`src/rtl/hamming_secded_codec_if.sv`:
```
// hamming_secded_codec_if: valid/ready bus for the SECDED codec.
//   in_valid/in_ready/in_mode/in_data      input word handshake (mode 0 = encode, 1 = decode)
//   out_valid/out_ready/out_mode/out_data  output word handshake
//   out_err                                00 clean, 01 corrected, 10 uncorrectable
//   master = producer/consumer side, slave = codec side.
interface hamming_secded_codec_if #(
    parameter int CW = 8
);
    logic          in_valid;
    logic          in_ready;
    logic          in_mode;
    logic [CW-1:0] in_data;
    logic          out_valid;
    logic          out_ready;
    logic          out_mode;
    logic [CW-1:0] out_data;
    logic [1:0]    out_err;

    modport master (
        output in_valid, in_mode, in_data, out_ready,
        input  in_ready, out_valid, out_mode, out_data, out_err
    );

    modport slave (
        input  in_valid, in_mode, in_data, out_ready,
        output in_ready, out_valid, out_mode, out_data, out_err
    );
endinterface

```
`src/rtl/hamming_secded_codec.sv`:
```
// hamming_secded_codec: 2-stage pipelined Hamming SECDED encoder/decoder with saturating error counters.
//   clk, rst_n  clock (rising edge), asynchronous active-low reset
//   clr_cnt     synchronous clear of both counters (wins over an increment)
//   bus         valid/ready word interface (slave side), codeword width CW
//   corr_cnt    decoded words reported as single-error corrected
//   uncorr_cnt  decoded words reported as uncorrectable
module hamming_secded_codec #(
    parameter int DATA_W = 4,
    parameter int CNT_W  = 16
) (
    input  logic                 clk,
    input  logic                 rst_n,
    input  logic                 clr_cnt,
    hamming_secded_codec_if.slave bus,
    output logic [CNT_W-1:0]     corr_cnt,
    output logic [CNT_W-1:0]     uncorr_cnt
);
    function automatic int calc_p(input int dw);
        int p;
        p = 1;
        while ((1 << p) < dw + p + 1) p++;
        return p;
    endfunction

    localparam int P  = calc_p(DATA_W);
    localparam int CW = DATA_W + P + 1;

    logic          v1, v2, m1, q1, q_in, adv1, adv2, om, fire;
    logic [CW-1:0] w_in, w1, fixd, dat, code, od;
    logic [P-1:0]  s_in, s1;
    logic [1:0]    err, oe;

    assign adv2          = !v2 || bus.out_ready;
    assign adv1          = !v1 || adv2;
    assign bus.in_ready  = adv1;
    assign bus.out_valid = v2;
    assign bus.out_mode  = om;
    assign bus.out_data  = od;
    assign bus.out_err   = oe;
    assign fire          = v2 && bus.out_ready && om;

    // For encode the data is scattered into a codeword with zero parity bits; the
    // syndrome of that word is then exactly the parity-bit vector, so one XOR tree
    // serves both modes.
    always_comb begin : stage1_logic
        int n;
        n    = 0;
        w_in = '0;
        s_in = '0;
        for (int i = 1; i < CW; i++)
            if ((i & (i - 1)) != 0) begin
                w_in[i] = bus.in_data[n];
                n++;
            end
        if (bus.in_mode) w_in = bus.in_data;
        for (int i = 1; i < CW; i++)
            if (w_in[i]) s_in ^= P'(i);
        q_in = ^w_in;
    end

    always_comb begin : stage2_logic
        int n;
        n    = 0;
        fixd = w1;
        if (q1 && s1 != '0 && int'(s1) < CW) fixd[s1] = !w1[s1];
        err = !m1 ? 2'b00 :
              q1  ? (int'(s1) < CW ? 2'b01 : 2'b10) :
                    (s1 == '0 ? 2'b00 : 2'b10);
        dat = '0;
        for (int i = 1; i < CW; i++)
            if ((i & (i - 1)) != 0) begin
                dat[n] = fixd[i];
                n++;
            end
        code = w1;
        for (int k = 0; k < P; k++) code[1 << k] = s1[k];
        code[0] = ^code[CW-1:1];
    end

    always_ff @(posedge clk or negedge rst_n) begin
        if (!rst_n) begin
            v1         <= 1'b0;
            m1         <= 1'b0;
            q1         <= 1'b0;
            w1         <= '0;
            s1         <= '0;
            v2         <= 1'b0;
            om         <= 1'b0;
            od         <= '0;
            oe         <= 2'b00;
            corr_cnt   <= '0;
            uncorr_cnt <= '0;
        end else begin
            if (adv1) begin
                v1 <= bus.in_valid;
                m1 <= bus.in_mode;
                w1 <= w_in;
                s1 <= s_in;
                q1 <= q_in;
            end
            if (adv2) begin
                v2 <= v1;
                om <= m1;
                od <= m1 ? dat : code;
                oe <= err;
            end
            if (clr_cnt) begin
                corr_cnt   <= '0;
                uncorr_cnt <= '0;
            end else begin
                if (fire && oe == 2'b01 && corr_cnt != '1) corr_cnt <= corr_cnt + 1'b1;
                if (fire && oe == 2'b10 && uncorr_cnt != '1) uncorr_cnt <= uncorr_cnt + 1'b1;
            end
        end
    end
endmodule
```
`src/flat_wrapper.sv`:
```
// flat-port wrapper written by rule: the top's interface ports become plain ports
module hamming_secded_codec_flat 
#(
    parameter int DATA_W = 4,
    parameter int CNT_W  = 16
)
  (clk, rst_n, clr_cnt, corr_cnt, uncorr_cnt, bus_in_valid, bus_in_mode, bus_in_data, bus_out_ready, bus_in_ready, bus_out_valid, bus_out_mode, bus_out_data, bus_out_err);
  hamming_secded_codec_if bus_i ();
  input  logic clk;
  input  logic rst_n;
  input  logic clr_cnt;
  output logic [CNT_W-1:0] corr_cnt;
  output logic [CNT_W-1:0] uncorr_cnt;
  input wire logic [$bits(bus_i.in_valid)-1:0] bus_in_valid;
  input wire logic [$bits(bus_i.in_mode)-1:0] bus_in_mode;
  input wire logic [$bits(bus_i.in_data)-1:0] bus_in_data;
  input wire logic [$bits(bus_i.out_ready)-1:0] bus_out_ready;
  output wire logic [$bits(bus_i.in_ready)-1:0] bus_in_ready;
  output wire logic [$bits(bus_i.out_valid)-1:0] bus_out_valid;
  output wire logic [$bits(bus_i.out_mode)-1:0] bus_out_mode;
  output wire logic [$bits(bus_i.out_data)-1:0] bus_out_data;
  output wire logic [$bits(bus_i.out_err)-1:0] bus_out_err;
  assign bus_i.in_valid = bus_in_valid;
  assign bus_i.in_mode = bus_in_mode;
  assign bus_i.in_data = bus_in_data;
  assign bus_i.out_ready = bus_out_ready;
  assign bus_in_ready = bus_i.in_ready;
  assign bus_out_valid = bus_i.out_valid;
  assign bus_out_mode = bus_i.out_mode;
  assign bus_out_data = bus_i.out_data;
  assign bus_out_err = bus_i.out_err;
  hamming_secded_codec #(.DATA_W(DATA_W), .CNT_W(CNT_W)) u_core (.clk(clk), .rst_n(rst_n), .clr_cnt(clr_cnt), .bus(bus_i), .corr_cnt(corr_cnt), .uncorr_cnt(uncorr_cnt));
endmodule
```
`config.mk`:
```
export PLATFORM = sky130hd
export DESIGN_NAME = hamming_secded_codec_flat
export DESIGN_NICKNAME = d
export VERILOG_FILES = /design/src/rtl/hamming_secded_codec_if.sv /design/src/rtl/hamming_secded_codec.sv /design/src/flat_wrapper.sv
export SDC_FILE = /design/constraint.sdc
export NUM_CORES = 1
export LEC_CHECK = 0
export ABC_CLOCK_PERIOD_IN_PS = 5500
export CAP_MARGIN = 20
export CORE_AREA = 5 5 89 71
export CTS_BUF_LIST = sky130_fd_sc_hd__clkbuf_8
export CTS_CLUSTER_DIAMETER = 60
export DETAILED_ROUTE_END_ITERATION = 10
export DIE_AREA = 0 0 94 76
export GPL_ROUTABILITY_DRIVEN = 0
export GPL_TIMING_DRIVEN = 0
export PLACE_DENSITY = 0.91
export SETUP_SLACK_MARGIN = 0.3
export SYNTH_ARGS = -nofsm -noshare
export SYNTH_HDL_FRONTEND = slang
export SYNTH_SLANG_ARGS = --single-unit
```
`constraint.sdc`:
```
create_clock -name clk -period 5.5 [get_ports clk]
set_clock_uncertainty 0.05 [all_clocks]
set_input_delay 1.1 -clock clk [delete_from_list [all_inputs] [get_ports clk]]
set_output_delay 1.1 -clock clk [all_outputs]
set_load 0.1 [all_outputs]
```
==> results of run 1 <==
## area by class of cell
class,count,area [um^2],area share
Buffer,15,72.6,0.0191
Clock buffer,6,82.6,0.0217
Clock inverter,2,60.1,0.0158
Inverter,7,26.3,0.00690
Multi-Input combinational cell,237,1540,0.405
Sequential cell,54,1350,0.355
Tap cell,78,97.6,0.0256
Timing Repair Buffer,57,576,0.151
## layout by cell type, fill, tap and decap left out, drive strengths merged, types with 6 or more instances in the layout
master / Yosys / routed
inv: 7 / 7
buf: 4 / 6
xnor2: 25 / 25
nand2b: 10 / 10
dfrtp: 54 / 54
nor2: 33 / 33
xor2: 9 / 9
a211oi: 7 / 7
nor4: 7 / 7
mux2i: 7 / 7
clkdlybuf4s50: 0 / 55
nand3: 11 / 11
o21ai: 20 / 20
a21oi: 14 / 14
clkbuf: 11 / 17
nand2: 34 / 34
## cells by family (layout without fill, tap and decap cells)
kind of cell | Yosys count | in the layout | share of synthesized area
mux | 10 | 10 | 0.0347
flops | 54 | 54 | 0.452
fa+ha+maj | 3 | 3 | 0.0125
buf+inv | 22 | 87 | 0.0330
simple gates | 134 | 134 | 0.244
xor+xnor | 35 | 35 | 0.107
compound gates | 55 | 55 | 0.117
## metal layers
| metal | wire length [um] | vias to the layer above | track usage | part of all wire |
|---|---|---|---|---|
| met5 | 0 | - | 0 | 0 |
| met4 | 127 | 0 | 0.0722 | 0.019 |
| met3 | 469 | 14 | 0.0395 | 0.070 |
| met2 | 3290 | 99 | 0.311 | 0.49 |
| met1 | 2850 | 1220 | 0.256 | 0.42 |
| li1 | - | 1223 | - | - |
## power groups by stage
stage / Sequential, mW / Clock, mW / Combinational (mW)
after floorplan: 0.610 / 0 / 0.113
after global routing: 0.472 / 0.348 / 0.358
after detailed placement: 0.474 / 0 / 0.341
after CTS: 0.466 / 0.328 / 0.341
final: 0.466 / 0.324 / 0.339
after global placement: 0.472 / 0 / 0.333
## sequential cells by signal (all words and copies together) (netlist names)
signal	flops
u_core.w1	4
u_core.uncorr_cnt	16
u_core.s1	3
u_core.bus.out_data	8
u_core.v1	1
u_core.bus.out_err	2
u_core.bus.out_valid	1
u_core.corr_cnt	16
u_core.m1	1
u_core.q1	1
u_core.bus.out_mode	1
## worst max-delay path, stage by stage
cell and delay, ns:
clkdlybuf4s50_1 0.53, nor2b_1 0.12, and2_1 0.16, clkbuf_1 0.15, inv_1 0.12, clkbuf_1 0.27, clkdlybuf4s50_1 1.20
## stage by stage
stage / hold WS (ns) / cell area [um^2] / setup WS (ns) / instances / util
4_1_cts: 0.414 / 3810 / 0.708 / 456 / 0.697
3_3_place_gp: 0.388 / 3650 / 0.742 / 447 / 0.668
6_report: 0.410 / 3810 / 0.708 / 456 / 0.697
3_5_place_dp: 0.393 / 3660 / 0.726 / 448 / 0.671
5_1_grt: 0.450 / 3810 / 0.588 / 456 / 0.697
2_1_floorplan: 0.380 / 2990 / 1.86 / 313 / -
## final timing paths
| kind | slack [ns] | start | endpoint |
|---|---|---|---|
| max in group asynchronous | 4.18 | rst_n | u_core.uncorr_cnt[3]$_DFFE_PN0P_ |
| worst max-delay path | 0.71 | bus_out_ready | bus_in_ready |
| worst min-delay path | 0.41 | u_core.v1$_DFFE_PN0P_ | u_core.bus.out_valid$_DFFE_PN0P_ |
| worst min register to register | 0.41 | u_core.v1$_DFFE_PN0P_ | u_core.bus.out_valid$_DFFE_PN0P_ |
| worst max register to register | 3.24 | u_core.uncorr_cnt[0]$_DFFE_PN0P_ | u_core.uncorr_cnt[8]$_DFFE_PN0P_ |
| min in group asynchronous | 0.69 | rst_n | u_core.corr_cnt[4]$_DFFE_PN0P_ |
==> results.toml, run 1 <==
[pwr]
netSwitchingPower_mw = 0.402
power_mw = 1.13
clkPwrFrac = 0.287
switching_share = 0.356
pwr-share-comb = 0.300
seqPwrFrac = 0.413
ir_drop_mv = 0.269
power.density_nw_per_um2 = 296
leakagePower_nw = 1.50
power.internal_mw = 0.727

[detailed_routing]
via_count = 2556
via_per_inst = 5.61
first_iter_violations = 142
ant_nets = 0
drc = 0
avgRoutedWirePerCell_um = 14.8
routed_wl_um = 6730
drtPass1Iterations = 5

[yosys]
async_flop_share = 1.00
synth_area_leaders = "dfrtp_1 45%, xnor2_1 7.3%, nand2_1 4.3%, nor2_1 4.1%, o21ai_0 3.2%"
ys_top_cells_by_count = "54 x dfrtp_1, 34 x nand2_1, 33 x nor2_1, 25 x xnor2_1, 19 x o21ai_0"
synth_ff_type = "dfrtp_1"
synth_area_per_cell_um2 = 9.56
syn-num-nets = 330
syn_inst = 313
yosysMostFrequentCell = "dfrtp_1"
synth.yosys.seq_area_share = 0.452
synth.distinct_cells = 49
ys_ff_latch = 54
synth_warnings = 0
yosys.area.top_type_share = 0.452
mappedNetlistArea_um2 = 2990
synth_edf_count = 0
yosysTopAreaCell = "dfrtp_1"

[sta]
rsz0062_at_grt = "no"
setup_tns_ns = 0
hold_viol = 0
max_slew.worst_pin.slew_ns = 1.00
fin_crit_ns = 4.79
slew_headroom = 0.331
setup_viol = 0
drv_slew = 0
finalCritPeriodShare = 0.871
max_freq_ghz = 0.209

[setup_path]
r2r_cells = 6
start_kind = "input pin"
critPathRequiredTime_ns = 4.35
crit_path_end_kind = "output pin"
path_class = "in2out"
arrival_ns = 3.64
cp_max_fo = 7

[cts]
post_cts_buffers = 0
cts_num_sinks = 54
clk_pin_slew_ns = 0.10
holdBufCountCts = 0
htreeDepth = 2
cts_tree = "done"
cts_made_buffers = 5
clockRootBuffer = "clkbuf_8"
clockBufferDepth = 2
cts_resized = 0
insertion_delay_ns = 0.30

[worst_hold_path]
min_path_cells = 1
hold_class = "reg2reg"

[die]
die_w_um = 94
core_area_um2 = 5470
std_cell_rows = 24
initial_utilization = 0.547
die_h_um = 76
die-area_um2 = 7140
ios = 59

[grt]
grt_overflow_total = 0
antenna_found_initial = 0
grt_max_degree = 35
grt_pass1_wl_um = 11300
grt_pass1_vias = 2441
grt_use_total = 0.193

[placement]
dp_hpwl_um = 5120
io_buffers = 56

[layout]
area_growth_pct = 27.3
fillers = 428
drive_above_1_share = 0.0794
fin_nets = 394
num_antenna_cells = 0

[status]
run_status = "finished clean"

[run]
drv_cap = 0
Power figures use the tool's default switching activity.
==> run 2: changes to the inputs <==
--- a/config.mk
+++ b/config.mk
@@ -14,6 +14,7 @@
 export DIE_AREA = 0 0 94 76
 export GPL_ROUTABILITY_DRIVEN = 0
 export GPL_TIMING_DRIVEN = 0
+export MAX_ROUTING_LAYER = met4
 export PLACE_DENSITY = 0.91
 export SETUP_SLACK_MARGIN = 0.3
 export SYNTH_ARGS = -nofsm -noshare
==> run 2 against run 1 <==
Cell count did not move. Die area is the same. Fmax barely moved. Non-clock buffer count unchanged. Largest power group unchanged.
==> results.toml, run 2 (same netlist as run 1, synthesis figures left out) <==
[status]
run_status = "finished clean"

[pwr]
clkPwrFrac = 0.287
power_mw = 1.13
ir_drop_mv = 0.268
pwr-share-comb = 0.300
leakagePower_nw = 1.50
power.internal_mw = 0.727
netSwitchingPower_mw = 0.401
power.density_nw_per_um2 = 296
switching_share = 0.356
seqPwrFrac = 0.413

[layout]
fillers = 428
multi_input_area_um2 = 1540
fin_nets = 394
num_antenna_cells = 0
layout_commonest_cell = "clkdlybuf4s50_1"
register_area_um2 = 1350
drive_above_1_share = 0.0794
layout_common_cells = "55 x clkdlybuf4s50_1, 54 x dfrtp_1, 34 x nand2_1"
area_growth_pct = 27.3

[cts]
clockRootBuffer = "clkbuf_8"
cts_num_sinks = 54
insertion_delay_ns = 0.30
cts_resized = 0
holdBufCountCts = 0
htreeDepth = 2
cts_tree = "done"
post_cts_buffers = 0
clk_pin_slew_ns = 0.09
cts_made_buffers = 5
clockBufferDepth = 2

[setup_path]
path_class = "in2out"
start_kind = "input pin"
critPathRequiredTime_ns = 4.35
cp_max_fo = 7
arrival_ns = 3.64
crit_path_end_kind = "output pin"

[grt]
antenna_found_initial = 0
grt_pass1_wl_um = 11300
grt_max_degree = 35
grt_pass1_vias = 2434
grt_use_total = 0.199
grt_overflow_total = 0

[detailed_routing]
via_count = 2557
routed_wl_um = 6750
avgRoutedWirePerCell_um = 14.8
first_iter_violations = 140
ant_nets = 0
via_per_inst = 5.61
drc = 0
drtPass1Iterations = 4

[sta]
drv_slew = 0
setup_viol = 0
fin_crit_ns = 4.79
setup_tns_ns = 0
max_freq_ghz = 0.209
finalCritPeriodShare = 0.871
rsz0062_at_grt = "no"
max_slew.worst_pin.slew_ns = 1.00
hold_viol = 0
slew_headroom = 0.330
setup_slack_ns = 0.707

[placement]
dp_hpwl_um = 5120
pre_cts_ws_ns = 0.726
io_buffers = 56

[run]
drv_cap = 0

[die]
die_w_um = 94
die-area_um2 = 7140
initial_utilization = 0.547
std_cell_rows = 24
die_h_um = 76
core_area_um2 = 5470
ios = 59

[worst_hold_path]
hold_class = "reg2reg"
[run 2: cell counts in the layout (fill, tap and decap cells not counted)]
Identical to the previous run, type by type.
[run 2: final timing paths]
check / to / from / slack, ns / cells past startpoint
setup reg to reg: u_core.corr_cnt[1]$_DFFE_PN0P_ / u_core.corr_cnt[1]$_DFFE_PN0P_ / 3.26 / 6
hold / removal: u_core.bus.out_valid$_DFFE_PN0P_ / u_core.v1$_DFFE_PN0P_ / 0.41 / 1
min in group asynchronous: u_core.corr_cnt[4]$_DFFE_PN0P_ / rst_n / 0.69 / 1
setup / recovery: bus_in_ready / bus_out_ready / 0.71 / 7
max in group asynchronous: u_core.bus.out_data[1]$_DFFE_PN0P_ / rst_n / 4.17 / 2
hold reg to reg: u_core.bus.out_valid$_DFFE_PN0P_ / u_core.v1$_DFFE_PN0P_ / 0.41 / 1
[run 2: worst max-delay path: stages]
cell and delay (ns):
clkdlybuf4s50_1 0.53, nor2b_1 0.12, and2_1 0.17, clkbuf_1 0.15, inv_1 0.12, clkbuf_1 0.27, clkdlybuf4s50_1 1.20
[run 2: power by group through the flow]
stage	Combinational [mW]	Sequential (mW)	Clock [mW]
3_3_place_gp	0.333	0.472	0
5_1_grt	0.358	0.472	0.348
6_report	0.339	0.466	0.323
2_1_floorplan	0.113	0.610	0
4_1_cts	0.341	0.466	0.328
3_5_place_dp	0.341	0.474	0
[run 2: area by class of cell]
type / count / area share
multi-input cells: 237 / 0.405
flip-flops and latches: 54 / 0.355
repair buffers: 57 / 0.151
well taps: 78 / 0.0256
clock buffers: 6 / 0.0217
plain buffers: 15 / 0.0191
clock inverters: 2 / 0.0158
inverters: 7 / 0.00690
[run 2: per-stage QoR]
step                hold WS [ns]  cells  area [um^2]   util
finish                     0.411    456         3810  0.697
global route               0.450    456         3810  0.697
CTS                        0.414    456         3810  0.697
detailed placement         0.393    448         3660  0.671
global placement           0.388    447         3650  0.668
floorplan                  0.380    313         2990      -
[run 2: routing by layer]
metal	wire (um)	GRT usage
met3	410	0.0385
met1	2960	0.258
met4	153	0.0722
met5	0	-
met2	3220	0.311
